File: src/rtl/pipe_stage_reg_pkg.sv
// -----------------------------------------------------------------------------
// pipe_stage_reg_pkg
// Constants and types shared by the pipeline stage register and its helper
// counter.
//   pipe_state_e  : stage state encoding (1 bit). PIPE_RUN is the reset state.
//   INST_NOP      : payload that decodes as a no-op. It is the reset/flush value.
//   PERF_CNT_MAX  : saturation ceiling of the performance counters.
//   PERF_CNT_W    : width of the performance counters.
// -----------------------------------------------------------------------------
package pipe_stage_reg_pkg;

    typedef enum logic [0:0] {
        PIPE_RUN    = 1'b0,
        PIPE_HALTED = 1'b1
    } pipe_state_e;

    localparam int unsigned PERF_CNT_W   = 32;
    localparam logic [63:0] INST_NOP     = 64'h0000_0000_0000_0000;
    localparam logic [31:0] PERF_CNT_MAX = 32'hFFFF_FFFF;

    // Next value of a saturating counter: it stops at the ceiling instead of
    // wrapping to zero.
    function automatic logic [31:0] sat_inc(input logic [31:0] value);
        logic [31:0] next_v;
        if (value == PERF_CNT_MAX) begin
            next_v = PERF_CNT_MAX;
        end else begin
            next_v = value + 32'd1;
        end
        return next_v;
    endfunction

endpackage : pipe_stage_reg_pkg

File: src/rtl/pipe_stage_reg_sat_counter.sv
// -----------------------------------------------------------------------------
// sat_counter
// 32-bit up counter that saturates at PERF_CNT_MAX and never wraps.
// Ports:
//   clk    : clock, rising edge
//   clr_n  : synchronous active-low clear (counter returns to 0)
//   en     : count enable; adds one on this edge unless already saturated
//   count  : registered counter value
// -----------------------------------------------------------------------------
module sat_counter
    import pipe_stage_reg_pkg::*;
(
    input  logic        clk,
    input  logic        clr_n,
    input  logic        en,
    output logic [31:0] count
);

    logic [31:0] count_r;

    // Counter register: clear wins, otherwise increment with saturation.
    always_ff @(posedge clk) begin
        if (!clr_n) begin
            count_r <= 32'h0000_0000;
        end else if (en) begin
            count_r <= sat_inc(count_r);
        end else begin
            count_r <= count_r;
        end
    end

    assign count = count_r;

endmodule : sat_counter

File: src/rtl/pipe_stage_reg.sv
// -----------------------------------------------------------------------------
// pipe_stage_reg
// Pipeline stage register placed at each stage boundary (IF/ID, ID/EXE,
// EXE/MEM, MEM/WB). It carries the payload downstream, obeys the hold
// (nWrite) and bubble (flush) requests of the hazard control unit, and freezes
// the stage once a valid halt word has been captured.
//
// Optional build macro: PIPE_PERF_CNT_EN
//   When defined, the stall_cnt / flush_cnt ports and their saturating
//   counters exist. When undefined, both are absent and behaviour is otherwise
//   identical.
//
// Parameters:
//   DATA_W      : payload width in bits
//   RESET_DATA  : payload loaded on reset and on flush (default decodes as NOP)
// Ports:
//   clk         : clock, all updates on the rising edge
//   rst_n       : synchronous active-low reset
//   d_in        : payload from the upstream stage
//   valid_in    : upstream payload is a real instruction
//   halt_in     : upstream payload is the halt instruction
//   nWrite      : hold request, keep current contents
//   flush       : bubble request, load RESET_DATA
//   q_out       : registered payload to the downstream stage
//   valid_out   : q_out is a real instruction
//   bubble_out  : q_out was inserted by a flush
//   halt_out    : stage is HALTED (sticky until reset)
//   stall_cnt   : saturating hold-cycle count (PIPE_PERF_CNT_EN only)
//   flush_cnt   : saturating flush-cycle count (PIPE_PERF_CNT_EN only)
// -----------------------------------------------------------------------------
module pipe_stage_reg
    import pipe_stage_reg_pkg::*;
#(
    parameter int unsigned        DATA_W     = 64,
    parameter logic [DATA_W-1:0]  RESET_DATA = DATA_W'(INST_NOP)
) (
    input  logic              clk,
    input  logic              rst_n,
    input  logic [DATA_W-1:0] d_in,
    input  logic              valid_in,
    input  logic              halt_in,
    input  logic              nWrite,
    input  logic              flush,
    output logic [DATA_W-1:0] q_out,
    output logic              valid_out,
    output logic              bubble_out,
    output logic              halt_out
`ifdef PIPE_PERF_CNT_EN
    ,
    output logic [31:0]       stall_cnt,
    output logic [31:0]       flush_cnt
`endif
);

    pipe_state_e       state_r;
    logic [DATA_W-1:0] q_r;
    logic              valid_r;
    logic              bubble_r;
    logic              halt_r;

    // Stage state machine and payload registers. Priority: reset, HALTED
    // freeze, flush, hold, load.
    always_ff @(posedge clk) begin
        if (!rst_n) begin
            state_r  <= PIPE_RUN;
            q_r      <= RESET_DATA;
            valid_r  <= 1'b0;
            bubble_r <= 1'b0;
            halt_r   <= 1'b0;
        end else begin
            case (state_r)
                PIPE_HALTED: begin
                    // Frozen: only reset leaves this state.
                    state_r  <= PIPE_HALTED;
                    q_r      <= q_r;
                    valid_r  <= valid_r;
                    bubble_r <= bubble_r;
                    halt_r   <= 1'b1;
                end
                PIPE_RUN: begin
                    if (flush) begin
                        // Bubble insertion beats a simultaneous hold and
                        // discards any halt marker on the incoming word.
                        state_r  <= PIPE_RUN;
                        q_r      <= RESET_DATA;
                        valid_r  <= 1'b0;
                        bubble_r <= 1'b1;
                        halt_r   <= 1'b0;
                    end else if (nWrite) begin
                        state_r  <= PIPE_RUN;
                        q_r      <= q_r;
                        valid_r  <= valid_r;
                        bubble_r <= bubble_r;
                        halt_r   <= halt_r;
                    end else begin
                        q_r      <= d_in;
                        valid_r  <= valid_in;
                        bubble_r <= 1'b0;
                        // A halt marker on an invalid word is ignored.
                        if (halt_in && valid_in) begin
                            state_r <= PIPE_HALTED;
                            halt_r  <= 1'b1;
                        end else begin
                            state_r <= PIPE_RUN;
                            halt_r  <= 1'b0;
                        end
                    end
                end
                default: begin
                    // Unreachable encoding: fall back to the safe reset image.
                    state_r  <= PIPE_RUN;
                    q_r      <= RESET_DATA;
                    valid_r  <= 1'b0;
                    bubble_r <= 1'b0;
                    halt_r   <= 1'b0;
                end
            endcase
        end
    end

    assign q_out      = q_r;
    assign valid_out  = valid_r;
    assign bubble_out = bubble_r;
    assign halt_out   = halt_r;

`ifdef PIPE_PERF_CNT_EN
    logic stall_en_s;
    logic flush_en_s;

    // Counter enables: only count while running; a flush never counts as a
    // stall even when nWrite is also raised.
    always_comb begin
        stall_en_s = 1'b0;
        flush_en_s = 1'b0;
        if (state_r == PIPE_RUN) begin
            stall_en_s = nWrite & ~flush;
            flush_en_s = flush;
        end else begin
            stall_en_s = 1'b0;
            flush_en_s = 1'b0;
        end
    end

    sat_counter u_stall_cnt (
        .clk   (clk),
        .clr_n (rst_n),
        .en    (stall_en_s),
        .count (stall_cnt)
    );

    sat_counter u_flush_cnt (
        .clk   (clk),
        .clr_n (rst_n),
        .en    (flush_en_s),
        .count (flush_cnt)
    );
`endif

endmodule : pipe_stage_reg

File: config.mk
export PLATFORM = sky130hd
export DESIGN_NAME = pipe_stage_reg
export DESIGN_NICKNAME = d
export VERILOG_FILES = /design/src/rtl/pipe_stage_reg_pkg.sv /design/src/rtl/pipe_stage_reg_sat_counter.sv /design/src/rtl/pipe_stage_reg.sv
export SDC_FILE = /design/constraint.sdc
export NUM_CORES = 1
export LEC_CHECK = 0
export CORE_AREA = 2 2 119 75
export DETAILED_ROUTE_END_ITERATION = 7
export DIE_AREA = 0 0 121 77
export GPL_ROUTABILITY_DRIVEN = 0
export PLACE_DENSITY = 0.74
export SLEW_MARGIN = 15
export SYNTH_ARGS = -nofsm -noshare
export SYNTH_HDL_FRONTEND = slang
export SYNTH_SLANG_ARGS = --single-unit
File: constraint.sdc
create_clock -name clk -period 1 [get_ports clk]
set_input_delay 0.2 -clock clk [delete_from_list [all_inputs] [get_ports clk]]
set_output_delay 0.2 -clock clk [all_outputs]
set_load 0.01 [all_outputs]
==> run metrics <==
max cap viols=0; clock-pin slew on the worst setup and hold paths=0.05 ns; mux cell area share after synthesis=0.339%; Die X=121 um; placed cells=535; router iterations before antenna repair=4; IO Count=137; Worst-Margin Slew=0.301 ns; fin. max-slew vios=0; arrival time worst endpoint=1.37 ns; r2r setup slk=-0.13 ns; wire length per cell=18.1 um; hold_sp=flush; worst r2r src=state_r; Largest delay share family, worst path=flip-flops; Final Hold Fails=0; later-pin clock latency in the skew report=0.33 ns; Setup WS post-layout=-0.125 ns; Final Cell Area=5340 um^2; CP max-delay cell=dfxtp_2; M1 GR Usage=29.0%; peak supply drop=0.939 mV; Max Clock Freq=889 MHz; ANT nets after route=0; drc violations=0; cts hold-fix bufs=0; Core Area=8230 um^2; sequential area share after synthesis=46.2%; CP endpoint kind=flip-flop; hpwl dp=5710 um; violated checks=setup timing; antenna violations before repair=0; TNS Setup=-4.26 ns; port buffer count=136; share of cells above drive strength 1=52.2%; syn nets=386; worst rel slew slack=80.0%; power per standard cell area=1410 nW/um^2; status=finished with violations; CP bufs+invs=2; # rows=26; largest net degree at the start of global routing=58; mean post-synth cell area=9.33 um^2; number of synthesized register bits=68; DP Area=4400 um^2; grt total ovfl=0; largest family of logic cells by synthesized area=compound AO/OA/AOI/OAI gates; grt met3 use=7.74%; DR iter-0 viols=265; Die H=77 um; complex-gate fraction of the synthesized area=27.8%; RSZ-0062 raised after global routing=yes; global-route usage over all layers=21.1%; CP Class=flip-flop to flip-flop; post-synthesis simple-gate area fraction=18.1%; die area=9320 um^2; Area Overhead vs Synth=81.1%; Starting Density=35.8%; Hold Slack=0.203 ns; XOR/XNOR share of the synthesized area=0%; dpl ws=-0.610 ns; CTS tree=done; gr busiest metal=met2; crit-path cells=or2_4, buf_12, buf_16, o21ai_2; drt via density=5.48; final setup vio count=65; ant diodes=0; critical path startpoint=state_r; Via Count=3088; leakage=0.00203 uW; first-pass GRT wire length=15400 um; Adder-Cell Fraction of Synth Area=0%; met2 Use GR=31.0%; vias in the first global route=2900; Post-Syn Instances=316; total CTS buffers=9; Post-Synthesis Cell Area=2950 um^2; clock sink total=68; Tightest Hold Check Type=input pin to flip-flop; final WL=10200 um; total of warnings raised by yosys=0; Root Buffer=clkbuf_16; CP required=1.25 ns; library cells used by synthesis=18; clk_skew=0.00464 ns; Worst Path Max Fanout=7; htree depth=3; final critical-path required period=1.13 ns; CP startpoint kind=flip-flop; largest stage delay on the critical path=0.32 ns; crit share post-route=113%; Max Buffers Root-to-Sink=2; final net count=517; Non-Filler Instances=564
metal layers:
layer | wire, um | vias up | share of wire [%]
met1 | 4770 | 1487 | 47
li1 | - | 1463 | -
met3 | 829 | 18 | 8.1
met2 | 4440 | 120 | 44
met4 | 163 | 0 | 1.6
met5 | 0 | - | 0
layout by cell type (no fill, tap or decap), types with 2 or more instances in the layout:
cell             instances
buf_6                   56
buf_2                   12
clkinv_2                 4
clkbuf_16               12
nand3b_1                65
clkdlybuf4s50_1         66
clkbuf_8                 2
dfxtp_2                 65
nand2_1                  2
o211ai_1                64
buf_4                   10
o21ai_1                 10
buf_16                   5
a21boi_1                 2
buf_12                   8
o21ai_2                 55
dfxtp_1                  3
kinds of logic after synthesis:
group           Yosys count
compound gates          131
simple gates             73
flops                    68
buf+inv                  43
mux                       1
layout make-up:
cell class,count,area (um^2)
Clock buffer,11,253
Clock inverter,5,50.0
Fill cell,652,2890
Multi-Input combinational cell,205,1600
Sequential cell,68,1440
Tap cell,112,140
Timing Repair Buffer,163,1860
through the flow:
step,util (%),power (uW)
after global placement,53.4,4060
after detailed placement,53.4,4080
final,64.9,7550
after global routing,64.9,7860
after CTS,58.1,7370
after floorplan,-,3430
flip-flops by register name, indices dropped and copies added (netlist names):
| register | flops |
|---|---|
| bubble_out | 1 |
| state_r | 1 |
| valid_out | 1 |
| q_out | 64 |
| halt_out | 1 |
worst register-to-register path: stages, from the launching register on:
cell and delay (ns):
dfxtp_2 0.32, or2_4 0.25, buf_12 0.16, buf_16 0.16, o21ai_2 0.16
report_power, final:
group / internal, uW / switching, uW
Combinational: 815 / 599
Clock: 2050 / 1120
Sequential: 2870 / 97.9
path summary, 6_finish.rpt:
kind | endpoint | cells past startpoint
max | q_out[38] | 4
min | bubble_out | 3
min reg2reg | q_out[59] | 2
max reg2reg | q_out[38] | 4
cells in the mapped netlist:
library cell | number | area, um^2
a21boi_0 | 2 | 15.0
buf_1 | 6 | 22.5
buf_2 | 10 | 50.1
buf_4 | 1 | 7.51
buf_6 | 6 | 67.6
clkbuf_1 | 20 | 75.1
dfxtp_1 | 68 | 1360
mux2i_1 | 1 | 10.0
nand2_1 | 2 | 7.51
nand2b_1 | 1 | 6.26
nand3b_1 | 65 | 488
nor2_1 | 1 | 3.75
nor2b_1 | 2 | 12.5
nor4bb_1 | 1 | 10.0
o211ai_1 | 64 | 480
o21ai_0 | 15 | 75.1
o21ai_1 | 50 | 250
or2_1 | 1 | 6.26
repair_timing:
action | CTS | global route
pin swaps | 32 | 35
setup buffers | 3 | 1
resized for setup | 378 | 103
setup endpoints to repair | 135 | 127
cloned | 6 | 3
No activity file was read; power rests on OpenSTA's default activity.
